## config.mk

```make
export PLATFORM = sky130hd
export DESIGN_NAME = alu_issue_unit
export DESIGN_NICKNAME = d
export VERILOG_FILES = /design/src/rtl/alu_pkg.sv /design/src/rtl/alu_issue_skid.sv /design/src/rtl/alu_issue_unit.sv
export SDC_FILE = /design/constraint.sdc
export NUM_CORES = 1
export LEC_CHECK = 0
export CAP_MARGIN = 25
export CELL_PAD_IN_SITES_DETAIL_PLACEMENT = 2
export CELL_PAD_IN_SITES_GLOBAL_PLACEMENT = 2
export CORE_AREA = 2 2 173 175
export DETAILED_ROUTE_END_ITERATION = 10
export DIE_AREA = 0 0 175 177
export PLACE_DENSITY_LB_ADDON = 0.1
export SETUP_SLACK_MARGIN = 0.5
export SLEW_MARGIN = 15
export SYNTH_ARGS = -nofsm -noshare
export SYNTH_HDL_FRONTEND = slang
export SYNTH_SLANG_ARGS = --single-unit
```

## constraint.sdc

```tcl
create_clock -name clk -period 1.83 [get_ports clk]
set_input_delay 0.4575 -clock clk [delete_from_list [all_inputs] [get_ports clk]]
set_output_delay 0.4575 -clock clk [all_outputs]
set_load 0.05 [all_outputs]
```

## src/rtl/alu_pkg.sv

```systemverilog
// Shared definitions for the ALU issue path: ALU op codes, RV32I major opcodes
// and the packed payload carried from the issue register into EX.
package alu_pkg;

  localparam int ALU_XLEN = 32;

  typedef enum logic [3:0] {
    ALU_AND             = 4'b0000,
    ALU_OR              = 4'b0001,
    ALU_SUM             = 4'b0010,
    ALU_EQUAL           = 4'b0011,
    ALU_SHIFT_LEFT      = 4'b0100,
    ALU_SHIFT_RIGHT     = 4'b0101,
    ALU_SHIFT_RIGHT_A   = 4'b0111,
    ALU_XOR             = 4'b1000,
    ALU_NOR             = 4'b1001,
    ALU_SUB             = 4'b1010,
    ALU_GREATER_EQUAL   = 4'b1100,
    ALU_GREATER_EQUAL_U = 4'b1101,
    ALU_SLT             = 4'b1110,
    ALU_SLT_U           = 4'b1111
  } alu_op_e;

  localparam logic [6:0] OPC_LOAD   = 7'b0000011;
  localparam logic [6:0] OPC_OP_IMM = 7'b0010011;
  localparam logic [6:0] OPC_AUIPC  = 7'b0010111;
  localparam logic [6:0] OPC_STORE  = 7'b0100011;
  localparam logic [6:0] OPC_OP     = 7'b0110011;
  localparam logic [6:0] OPC_LUI    = 7'b0110111;
  localparam logic [6:0] OPC_BRANCH = 7'b1100011;
  localparam logic [6:0] OPC_JALR   = 7'b1100111;
  localparam logic [6:0] OPC_JAL    = 7'b1101111;

  typedef struct packed {
    alu_op_e               op;
    logic [ALU_XLEN-1:0]   x;
    logic [ALU_XLEN-1:0]   y;
    logic                  inv;
    logic                  illegal;
  } alu_issue_t;

  localparam alu_issue_t ISSUE_RESET = '{op: ALU_SUM, x: '0, y: '0, inv: 1'b0, illegal: 1'b0};

endpackage

```

## src/rtl/alu_issue_skid.sv

```systemverilog
// Generic 2-entry valid/ready skid buffer: an output register plus one parking
// slot, so in_ready is a pure register and never depends on out_ready.
module alu_issue_skid #(
  parameter int             W         = 8,
  parameter logic [W-1:0]   RESET_VAL = '0
) (
  input  logic          clk,
  input  logic          rst,
  input  logic          flush,
  input  logic          in_valid,
  output logic          in_ready,
  input  logic [W-1:0]  in_data,
  output logic          out_valid,
  input  logic          out_ready,
  output logic [W-1:0]  out_data
);

  logic          out_valid_reg;
  logic          skid_valid_reg;
  logic [W-1:0]  out_data_reg;
  logic [W-1:0]  skid_data_reg;
  logic          accept;
  logic          out_stall;

  assign in_ready  = !skid_valid_reg;
  assign accept    = in_valid && !skid_valid_reg;
  assign out_stall = out_valid_reg && !out_ready;
  assign out_valid = out_valid_reg;
  assign out_data  = out_data_reg;

  always_ff @(posedge clk) begin
    if (rst) begin
      out_valid_reg  <= 1'b0;
      skid_valid_reg <= 1'b0;
      out_data_reg   <= RESET_VAL;
      skid_data_reg  <= RESET_VAL;
    end else if (flush) begin
      // Payload is left in place; only the valid bits matter downstream.
      out_valid_reg  <= 1'b0;
      skid_valid_reg <= 1'b0;
    end else if (skid_valid_reg) begin
      if (out_ready) begin
        out_data_reg   <= skid_data_reg;
        skid_valid_reg <= 1'b0;
      end
    end else if (out_stall) begin
      if (accept) begin
        skid_data_reg  <= in_data;
        skid_valid_reg <= 1'b1;
      end
    end else begin
      // Output register is empty or draining this cycle.
      out_valid_reg <= accept;
      if (accept) begin
        out_data_reg <= in_data;
      end
    end
  end

endmodule

```

## src/rtl/alu_issue_unit.sv

```systemverilog
// RV32I ALU issue stage: decodes ID fields into ALU op/operands and registers
// them through a skid buffer. Define ALU_ISSUE_PERF_EN for issue/stall counters.
module alu_issue_unit
  import alu_pkg::*;
#(
  parameter int XLEN = ALU_XLEN
) (
  input  logic             clk,
  input  logic             rst,
  input  logic             flush,
  input  logic             in_valid,
  output logic             in_ready,
  input  logic [6:0]       opcode,
  input  logic [2:0]       funct3,
  input  logic             funct7_5,
  input  logic [XLEN-1:0]  rs1_data,
  input  logic [XLEN-1:0]  rs2_data,
  input  logic [XLEN-1:0]  imm,
  input  logic [XLEN-1:0]  pc,
  output logic             out_valid,
  input  logic             out_ready,
  output logic [3:0]       alu_op,
  output logic [XLEN-1:0]  alu_x,
  output logic [XLEN-1:0]  alu_y,
  output logic             branch_inv,
  output logic             illegal
`ifdef ALU_ISSUE_PERF_EN
  , output logic [31:0]    perf_issued
  , output logic [31:0]    perf_stall
`endif
);

  alu_issue_t dec;
  alu_issue_t issued;
  logic       shamt_ok;

  assign shamt_ok = (imm[11:5] == 7'b0000000) || (imm[11:5] == 7'b0100000);

  always_comb begin
    dec         = ISSUE_RESET;
    dec.illegal = 1'b0;
    case (opcode)
      OPC_OP, OPC_OP_IMM: begin
        dec.x = rs1_data;
        dec.y = (opcode == OPC_OP) ? rs2_data : imm;
        case (funct3)
          3'b000: begin
            if (opcode == OPC_OP && funct7_5) dec.op = ALU_SUB;
            else                              dec.op = ALU_SUM;
          end
          3'b001: dec.op = ALU_SHIFT_LEFT;
          3'b010: dec.op = ALU_SLT;
          3'b011: dec.op = ALU_SLT_U;
          3'b100: dec.op = ALU_XOR;
          3'b101: begin
            if (funct7_5) dec.op = ALU_SHIFT_RIGHT_A;
            else          dec.op = ALU_SHIFT_RIGHT;
          end
          3'b110: dec.op = ALU_OR;
          3'b111: dec.op = ALU_AND;
        endcase
        // Immediate shifts only use the low five bits as the shift amount.
        if (opcode == OPC_OP_IMM && (funct3 == 3'b001 || funct3 == 3'b101)) begin
          dec.y       = {{(ALU_XLEN-5){1'b0}}, imm[4:0]};
          dec.illegal = !shamt_ok;
        end
      end
      OPC_LUI: begin
        dec.y = imm;
      end
      OPC_AUIPC: begin
        dec.x = pc;
        dec.y = imm;
      end
      OPC_JAL, OPC_JALR: begin
        dec.x = pc;
        dec.y = ALU_XLEN'(4);
      end
      OPC_LOAD, OPC_STORE: begin
        dec.x = rs1_data;
        dec.y = imm;
      end
      OPC_BRANCH: begin
        dec.x = rs1_data;
        dec.y = rs2_data;
        case (funct3)
          3'b000: dec.op = ALU_EQUAL;
          3'b001: begin
            dec.op  = ALU_EQUAL;
            dec.inv = 1'b1;
          end
          3'b100: dec.op = ALU_SLT;
          3'b101: dec.op = ALU_GREATER_EQUAL;
          3'b110: dec.op = ALU_SLT_U;
          3'b111: dec.op = ALU_GREATER_EQUAL_U;
          default: dec.illegal = 1'b1;
        endcase
      end
      default: begin
        dec.illegal = 1'b1;
      end
    endcase
  end

  alu_issue_skid #(
    .W         ($bits(alu_issue_t)),
    .RESET_VAL (ISSUE_RESET)
  ) u_skid (
    .clk       (clk),
    .rst       (rst),
    .flush     (flush),
    .in_valid  (in_valid),
    .in_ready  (in_ready),
    .in_data   (dec),
    .out_valid (out_valid),
    .out_ready (out_ready),
    .out_data  (issued)
  );

  assign alu_op     = issued.op;
  assign alu_x      = issued.x;
  assign alu_y      = issued.y;
  assign branch_inv = issued.inv;
  assign illegal    = issued.illegal;

`ifdef ALU_ISSUE_PERF_EN
  logic [31:0] perf_issued_reg;
  logic [31:0] perf_stall_reg;

  // Counters survive flush on purpose; only rst clears them.
  always_ff @(posedge clk) begin
    if (rst) begin
      perf_issued_reg <= '0;
      perf_stall_reg  <= '0;
    end else begin
      if (out_valid && out_ready)  perf_issued_reg <= perf_issued_reg + 32'd1;
      if (out_valid && !out_ready) perf_stall_reg  <= perf_stall_reg + 32'd1;
    end
  end

  assign perf_issued = perf_issued_reg;
  assign perf_stall  = perf_stall_reg;
`endif

endmodule

```

==> results of run 1 <==
[worst register-to-register path, delay by kind of cell (launching register included)]
kind / cells / cell delay (ps)
flops: 1 / 370
simple gates: 1 / 310
buf+inv: 7 / 900
compound gates: 1 / 90
[layout make-up]
cell class                 instances  area, um^2
timing repair buffer             405        5426
sequential                       142        2955
clock inverter                    15       166.4
inverter                           2       12.51
fill                            2928       15370
tap                              390       488.0
multi-input combinational        546        4404
clock buffer                      17       425.4
[per-stage QoR]
stage          setup slack, ps  area [um^2]  hold slack [ps]  utilization [%]
2_1_floorplan           -14.76         7202            432.3                -
4_1_cts                  97.65        12850            251.9            43.93
5_1_grt                 -76.24        13880            276.0            47.46
3_3_place_gp            -557.7         9926            445.2            33.94
3_5_place_dp            -624.5         9926            458.9            33.94
6_report                 23.60        13880            293.0            47.46
[timing repair]
action	in CTS	in global routing
gates resized for setup	314	156
pin swaps	50	70
cloned	29	10
endpoints found under the setup margin	214	213
buffers inserted	58	25
[cells by family (layout without fill, tap and decap cells)]
| group | Yosys count | after routing |
|---|---|---|
| xor gates and xnor gates | 3 | 3 |
| AOI/OAI and AO/OA | 269 | 269 |
| and+or+nand+nor | 273 | 273 |
| DFF | 142 | 142 |
| buffers and inverters | 87 | 439 |
| muxes | 1 | 1 |
[where the power goes]
part	leakage, nW	internal (mW)	total [mW]	switching [mW]
Sequential	1.19	3.17	3.24	0.0703
Combinational	3.50	0.925	1.77	0.848
Clock	0.295	1.96	3.67	1.71
Total	4.98	6.05	8.68	2.63
[layer usage]
layer	part of all wire, %	vias up
li1	-	3660
met1	41	4019
met2	54	191
met3	3.3	39
met4	2.0	0
met5	0	-
[final timing paths]
kind	start	end	slack, ps	cells past startpoint
worst max register to register	u_skid.skid_valid_reg	u_skid.skid_data_reg[0]	20	9
worst min-delay path	rst	u_skid.skid_valid_reg	290	2
worst min register to register	u_skid.skid_data_reg[68]	u_skid.skid_data_reg[68]	470	2
worst max-delay path	u_skid.skid_valid_reg	u_skid.skid_data_reg[0]	20	9
[synth_stat cells (all sizes together), types with 4 or more instances]
master  number  area, um^2
nand4b      33       289.0
a211oi      38       285.3
nor2b       37       231.5
nand2       39       146.4
buf         22       142.6
o211ai      37       427.9
a22oi       32       240.2
clkbuf      63       239.0
nand2b       4       25.02
a21oi       46       241.5
o21ai       37       185.2
nor4         4       46.29
nor3        36       180.2
nor2        76       285.3
nand3b      33       247.7
dfxtp      142        2843
a311oi      65       569.3
==> out/qor.yml, run 1 <==
crit_buf_inv: 7
fin_nets: 1258
htreeDepth: 4
yosys.area_share.simple_pct: 22.40
hold_path.class: "in -> reg"
wire_per_inst_um: 25.96
fp-row-count: 63
antenna_cells: 0
num_io_pins: 216
max_cap_viol_count: 0
setup_viol: 0
syn_avg_cell_area_um2: 8.873
cp-start-kind: "flip-flop"
criticalPathCategory: "reg -> reg"
ys_seq_area_share_pct: 41.34
coreArea_mm2: 0.02924
via_per_inst: 5.214
crit_slowest_cell: "dfxtp_4"
grtUsageTotal_pct: 23.62
slew_viol_final: 0
grt_max_degree: 119
fin_crit_sh_pct: 98.71
p_per_area_mw_per_mm2: 625.5
slowest_delay_ps: 370
synth-xor-area-share_pct: 0.3821
ctsLongestPathBuffers: 2
max_freq_mhz: 553.6
dp_hpwl_mm: 18.17
status: "finished, final reports clean"
drive_above_1_share_pct: 48.09
rsz0062_at_grt: "yes"
root_buffer: "clkbuf_16"
synth_area_mm2: 0.006877
tightest_slew_ps: 641.9
synth_fa_ha_area_share_pct: 0
gr-total-overflow: 0
synthArstFlopShare_pct: 0
ctsHoldBuffers: 0
crit_chain: "buf_12, nor4_4, buf_6, buf_12, buf_12, buf_8, buf_12, buf_16, a311oi_2"
clkLatencyLatePin_ps: 440
vdd_ir_drop_max_mv: 0.5491
syn_nets: 919
path_clk_slew_ps: 70
numCtsBuffers: 17
top_usage_layer: "met2"
layout_common_cells: "130 x clkdlybuf4s50_1, 73 x buf_4, 70 x dfxtp_1, 68 x buf_8"
firstDrtPassIters: 4
grtUsageMet1_pct: 27.86
synthFlopType: "dfxtp_1"
dp.cells: 1363
muxShareOfSynthArea_pct: 0.1456
antenna_left: 0
wirelength_mm: 39.37
grt_pass1_wl_mm: 55.14
vias: 7909
cts_tree: "yes"
finalNonFillerCells: 1517
finalSetupTns_ps: 0
slew_headroom_pct: 57.21
hold_viol_final: 0
start_util_pct: 23.51
synthToLayoutAreaGrowth_pct: 101.8
cp_common_cell: "buf_12"
final_common_cell: "clkdlybuf4s50_1"
dieArea_mm2: 0.03098
synth_top_family_by_area: "compound AO/OA/AOI/OAI gates"
cts_num_sinks: 142
required_ps: 2120
cp.arrival_ps: 2090
synth-seq-cells: 142
layout_min_cycle_time_ps: 1806
finalWeightedCongestion: 0.7303
synth_cells: 775
skew_ps: 13.40
end_kind: "flip-flop"
power.leakage_nw: 4.983
fin_total_pwr_mw: 8.681
synth_cell_types: 50
synth_edf_count: 0
synth-compound-area-share_pct: 30.08
die_x_um: 175
drt_iter0_drc: 332
met2_usage_pct: 45.11
antenna_found_initial: 0
grt_pass1_vias: 8573
crit_family: "buffers and inverters"
crit_fanout: 6
die_height_um: 177
drc: 0
ys.warnings.count: 0
io_buffers: 215
gr-usage-met3_pct: 3.501
Power figures use the tool's default switching activity.
==> inputs of run 2 (changes only) <==
==> constraint.sdc (replaced) <==
create_clock -name clk -period 1.83 [get_ports clk]
set_input_delay 0.4575 -clock clk [delete_from_list [all_inputs] [get_ports clk]]
set_output_delay 0.4575 -clock clk [all_outputs]
set_load 0.01 [all_outputs]
==> run 2 against run 1 <==
  * The run now ends with negative setup slack left
  * Count of clock-buffer cells in the layout up 2
  * Critical path type unchanged
  * Combinational power fell by 12%
  * Utilization up 1.2 points
  * Largest cell class unchanged
==> out/qor.yml, run 2 (same netlist as run 1, synthesis figures left out) <==
status: "complete, but fails checks"
violations: "negative setup slack"
cp.arrival_ps: 2150  # +60 ps
place_ws_ps: -632.5  # -8.038 ps
utilization_pct: 48.70  # +1.2 points
fp-row-count: 63  # unchanged
setup_viol: 2  # +2
layout_common_cells: "130 x clkdlybuf4s50_1, 115 x buf_6, 74 x buf_4, 72 x dfxtp_1, 62 x dfxtp_2"
root_buffer: "clkbuf_16"
power.leakage_nw: 5.109  # +2.5%
place_area_mm2: 0.01013  # +2.0%
final_cell_area_mm2: 0.01424  # +2.6%
antenna_found_initial: 0  # unchanged
antenna_cells: 0  # unchanged
cts_num_sinks: 142  # unchanged
antenna_left: 0  # unchanged
drt_iter0_drc: 405  # +22%
slew_viol_final: 0  # unchanged
start_util_pct: 23.51  # unchanged
crit_fanout: 8  # +2
hold_path.class: "reg -> reg"
drive_above_1_share_pct: 57.07  # +9.0 points
tightest_slew_ps: 619.0  # -22.90 ps
max_cap_viol_count: 0  # unchanged
numCtsBuffers: 17  # unchanged
fin_nets: 1263  # +0.40%
wire_per_inst_um: 27.08  # +4.3%
dieArea_mm2: 0.03098  # unchanged
finalSetupTns_ps: -11.97  # -11.97 ps
coreArea_mm2: 0.02924  # unchanged
end_kind: "flip-flop"
grt_max_degree: 98  # -18%
crit_slowest_cell: "dfxtp_4"
required_ps: 2140  # +20 ps
grt_pass1_wl_mm: 58.28  # +5.7%
fin_ws_ps: -10.85  # -34.45 ps
num_io_pins: 216  # unchanged
drc: 0  # unchanged
htreeDepth: 4  # unchanged
whs_ps: 464.9  # +171.9 ps
cts_tree: "yes"
gr-total-overflow: 0  # unchanged
via_per_inst: 5.340  # +2.4%
vdd_ir_drop_max_mv: 0.4770  # -13%
slowest_delay_ps: 350  # -20 ps
criticalPathCategory: "reg -> reg"
synthToLayoutAreaGrowth_pct: 107.1
ctsLongestPathBuffers: 2  # unchanged
slew_headroom_pct: 58.74  # +1.5 points
p_per_area_mw_per_mm2: 607.2  # -2.9%
vias: 8127  # +2.8%
crit_chain: "buf_8, o21ba_4, buf_4, bufbuf_16, nor3_2, a21oi_1, a311oi_2"
grt_pass1_vias: 9060  # +5.7%
wirelength_mm: 41.22  # +4.7%
firstDrtPassIters: 4  # unchanged
die_x_um: 175  # unchanged
skew_ps: 16.40  # +3.003 ps
die_height_um: 177  # unchanged
clkLatencyLatePin_ps: 450  # about the same
rsz0062_at_grt: "yes"
grtUsageTotal_pct: 25.15  # +1.5 points
reg2reg_depth: 7  # -2
max_freq_mhz: 543.2  # -1.9%
hold-path-cell-count: 2  # unchanged
dp_hpwl_mm: 19.88  # +9.4%
ctsHoldBuffers: 0  # unchanged
fin_crit_sh_pct: 100.6  # +1.9 points
hold_viol_final: 0  # unchanged
path_clk_slew_ps: 70  # about the same
finalWeightedCongestion: 0.7997  # +9.5%
cp-start-kind: "flip-flop"
io_buffers: 215  # unchanged
final_common_cell: "clkdlybuf4s50_1"
layout_min_cycle_time_ps: 1841  # +34.45 ps
## run 2: what timing repair did
item                       4_1_cts  5_1_grt
pin swaps                       92       62
buffers inserted                67       30
setup endpoints to repair      214      214
cloned                          35        3
gates resized for setup        617      186
## run 2: report_power, final
| group | switching (mW) | internal, mW |
|---|---|---|
| clock | 1.63 | 2.22 |
| combinational | 0.708 | 0.843 |
| sequential | 0.0760 | 3.17 |
## run 2: final timing paths
kind | start | end | slack [ps]
worst max-delay path | u_skid.skid_valid_reg | u_skid.out_data[15] | -10
worst min-delay path | u_skid.skid_data_reg[66] | u_skid.skid_data_reg[66] | 460
worst max register to register | u_skid.skid_valid_reg | u_skid.out_data[15] | -10
worst min register to register | u_skid.skid_data_reg[66] | u_skid.skid_data_reg[66] | 460
## run 2: routing by layer
layer,global-route usage [%],part of all wire [%],up-vias
li1,-,-,3672
met1,28.26,40,4119
met2,47.40,53,257
met3,4.832,3.8,79
met4,8.403,3.3,0
met5,0,0,-
## run 2: cell type report
cell class	instances	area, um^2
Clock buffer	19	442.9
Inverter	2	20.02
Multi-Input combinational cell	546	5066
Fill cell	2857	15000
Sequential cell	142	2950
Clock inverter	13	177.7
Timing Repair Buffer	410	5096
Tap cell	390	488.0
## run 2: metrics by stage
step	std cells	power (mW)
final	1522	8.648
after global routing	1522	8.939
after CTS	1489	8.452
after detailed placement	1355	4.393
after global placement	1355	4.365
after floorplan	775	3.711
## run 2: critical path, delay by kind of cell (launching register included)
kind	cells	cell delay (ps)
AO/OA/AOI/OAI	3	570
flip-flops	1	350
buffers and inverters	3	610
AND/OR/NAND/NOR	1	180
==> inputs of run 3 (changes only) <==
--- a/config.mk
+++ b/config.mk
@@ -8,9 +8,9 @@
 export CAP_MARGIN = 25
 export CELL_PAD_IN_SITES_DETAIL_PLACEMENT = 2
 export CELL_PAD_IN_SITES_GLOBAL_PLACEMENT = 2
-export CORE_AREA = 2 2 173 175
+export CORE_AREA = 2 2 163 165
 export DETAILED_ROUTE_END_ITERATION = 10
-export DIE_AREA = 0 0 175 177
+export DIE_AREA = 0 0 165 167
 export PLACE_DENSITY_LB_ADDON = 0.1
 export SETUP_SLACK_MARGIN = 0.5
 export SLEW_MARGIN = 15
==> constraint.sdc (replaced) <==
create_clock -name clk -period 1.8 [get_ports clk]
set_input_delay 0.45 -clock clk [delete_from_list [all_inputs] [get_ports clk]]
set_output_delay 0.45 -clock clk [all_outputs]
set_load 0.01 [all_outputs]
==> run 3 against run 2 <==
  * The flow still finishes with violations (negative setup slack)
  * Largest cell class unchanged
  * Setup slack worse by 96 ps
  * Count of clock-buffer cells in the layout unchanged
  * Die area shrank 11%
  * Hold slack lost 100 ps
==> out/qor.yml, run 3 (same netlist as run 1, synthesis figures left out) <==
status: "complete, but fails checks"
violations: "negative setup slack"
via_per_inst: 5.782  # +8.3%
rsz0062_at_grt: "yes"
drc: 0  # unchanged
cp-start-kind: "flip-flop"
io_buffers: 215  # unchanged
antenna_found_initial: 1  # +1
die_height_um: 167  # -5.6%
clkLatencyLatePin_ps: 440  # about the same
start_util_pct: 26.69  # +3.2 points
max_freq_mhz: 524.5  # -3.5%
hold_viol_final: 0  # unchanged
max_cap_viol_count: 0  # unchanged
r2r-start: "u_skid.out_valid"
final_common_cell: "clkdlybuf4s50_1"
path_clk_slew_ps: 70  # about the same
criticalPathCategory: "reg -> reg"
required_ps: 2140  # about the same
hold_path_end: "u_skid.skid_data_reg[66]"
cts_tree: "yes"
fin_crit_sh_pct: 105.9  # +5.3 points
r2r_slack_ps: -110  # -100 ps
drive_above_1_share_pct: 57.33  # +0.27 points
grtUsageTotal_pct: 28.17  # +3.0 points
dp.cells: 1299  # -4.1%
drt_iter0_drc: 460  # +14%
setup_viol: 43  # +41
layout_min_cycle_time_ps: 1907  # +65.87 ps
power.leakage_nw: 5.074  # -0.69%
vias: 8447  # +3.9%
dp_hpwl_mm: 19.30  # -2.9%
fin_ws_ps: -106.7  # -95.87 ps
root_buffer: "clkbuf_16"
grt_pass1_vias: 9204  # +1.6%
fin_total_pwr_mw: 8.878  # +2.7%
slew_headroom_pct: 47.71  # -11 points
coreArea_mm2: 0.02576  # -12%
grt_pass1_wl_mm: 58.18  # -0.17%
htreeDepth: 4  # unchanged
firstDrtPassIters: 5  # +1
vdd_ir_drop_max_mv: 0.7876  # +65%
wirelength_mm: 43.93  # +6.6%
hold-path-cell-count: 2  # unchanged
ctsLongestPathBuffers: 2  # unchanged
numCtsBuffers: 17  # unchanged
num_io_pins: 216  # unchanged
gr-total-overflow: 0  # unchanged
fillers: 2448  # -14%
finalNonFillerCells: 1461  # -4.0%
tightest_slew_ps: 784.4  # +165.5 ps
regArea_mm2: 0.002937  # -0.47%
grt_max_degree: 107  # +9.2%
skew_ps: 11.24  # -5.159 ps
crit_fanout: 7  # -1
wire_per_inst_um: 30.07  # +11%
fp-row-count: 59  # -6.3%
multi_input_area_mm2: 0.005069  # about the same
min-delay-start: "rst"
antenna_left: 0  # unchanged
end_kind: "flip-flop"
hold_path.class: "in -> reg"
cts_num_sinks: 142  # unchanged
finalWeightedCongestion: 0.7539  # -5.7%
dieArea_mm2: 0.02756  # -11%
whs_ps: 362.8  # -102.1 ps
r2r-end: "u_skid.skid_data_reg[69]"
cp.arrival_ps: 2250  # +100 ps
reg2reg_depth: 10  # +3
synthToLayoutAreaGrowth_pct: 106.5
layout_common_cells: "129 x clkdlybuf4s50_1, 113 x buf_6, 71 x dfxtp_1, 69 x dfxtp_2"
slew_viol_final: 0  # unchanged
die_x_um: 165  # -5.7%
p_per_area_mw_per_mm2: 625.0  # +2.9%
fin_nets: 1256  # -0.55%
==> run 3: cell types whose count changed in the layout (fill, tap and decap cells not counted), moves of 4 or more <==
cell,change
a311oi_4,-4
a311oi_1,-4
buf_16,+10
nor2_1,+4
buf_4,-11
a311oi_2,+8
dfxtp_4,-6
buf_2,-4
dfxtp_2,+7
==> run 3: worst max path at each step <==
stage	start	endpoint	slack (ps)
6_report	u_skid.out_valid	u_skid.skid_data_reg[69]	-110
5_1_grt	u_skid.out_valid	u_skid.skid_data_reg[9]	-170
4_1_cts	u_skid.skid_valid_reg	u_skid.out_data[35]	70
3_5_place_dp	opcode[3]	u_skid.skid_data_reg[62]	-620
3_3_place_gp	opcode[3]	u_skid.skid_data_reg[35]	-590
2_1_floorplan	out_ready	u_skid.out_data[46]	-30
==> run 3: power by group <==
part / total, mW / internal (mW) / switching, mW
sequential: 3.30 / 3.23 / 0.0773
combinational: 1.63 / 0.864 / 0.766
clock: 3.94 / 2.26 / 1.69
==> run 3: worst max-delay path, cell delays in order (launching register included) <==
cell      delay [ps]
dfxtp_2          360
buf_6            120
nand2_4           70
nor4_4           320
buf_4            220
buf_12           150
buf_6            100
buf_6             80
buf_6            110
o211ai_1          80
a21oi_1          180
==> run 3: routing by layer <==
layer	GRT usage [%]	share of wire [%]
met1	33.19	39
met2	50.89	53
met3	4.159	4.2
met4	10.70	3.7
met5	0	0
==> run 3: area by class of cell <==
class	count	area share, %
repair buffers	403	36.23
multi-input cells	546	35.69
flip-flops and latches	142	20.67
clock buffers	19	3.118
well taps	335	2.951
clock inverters	13	1.251
inverters	2	0.07047
diodes	1	0.01762
==> run 3: timing repair <==
item,4_1_cts,5_1_grt
hold buffers,0,0
endpoints found under the setup margin,214,214
buffers inserted,53,36
gates cloned,39,1
pin swaps,99,76
resized for setup,316,490
==> run 3: metrics by stage <==
step	setup WS (ps)	TNS (ps)	util, %	instance area (um^2)
global placement	-589.5	-66110	39.03	10050
CTS	70.23	0	49.75	12820
detailed placement	-620.3	-74430	39.03	10050
finish	-106.7	-1566	55.13	14200
floorplan	-30.77	-1734	-	7367
global route	-168.0	-3162	55.13	14200
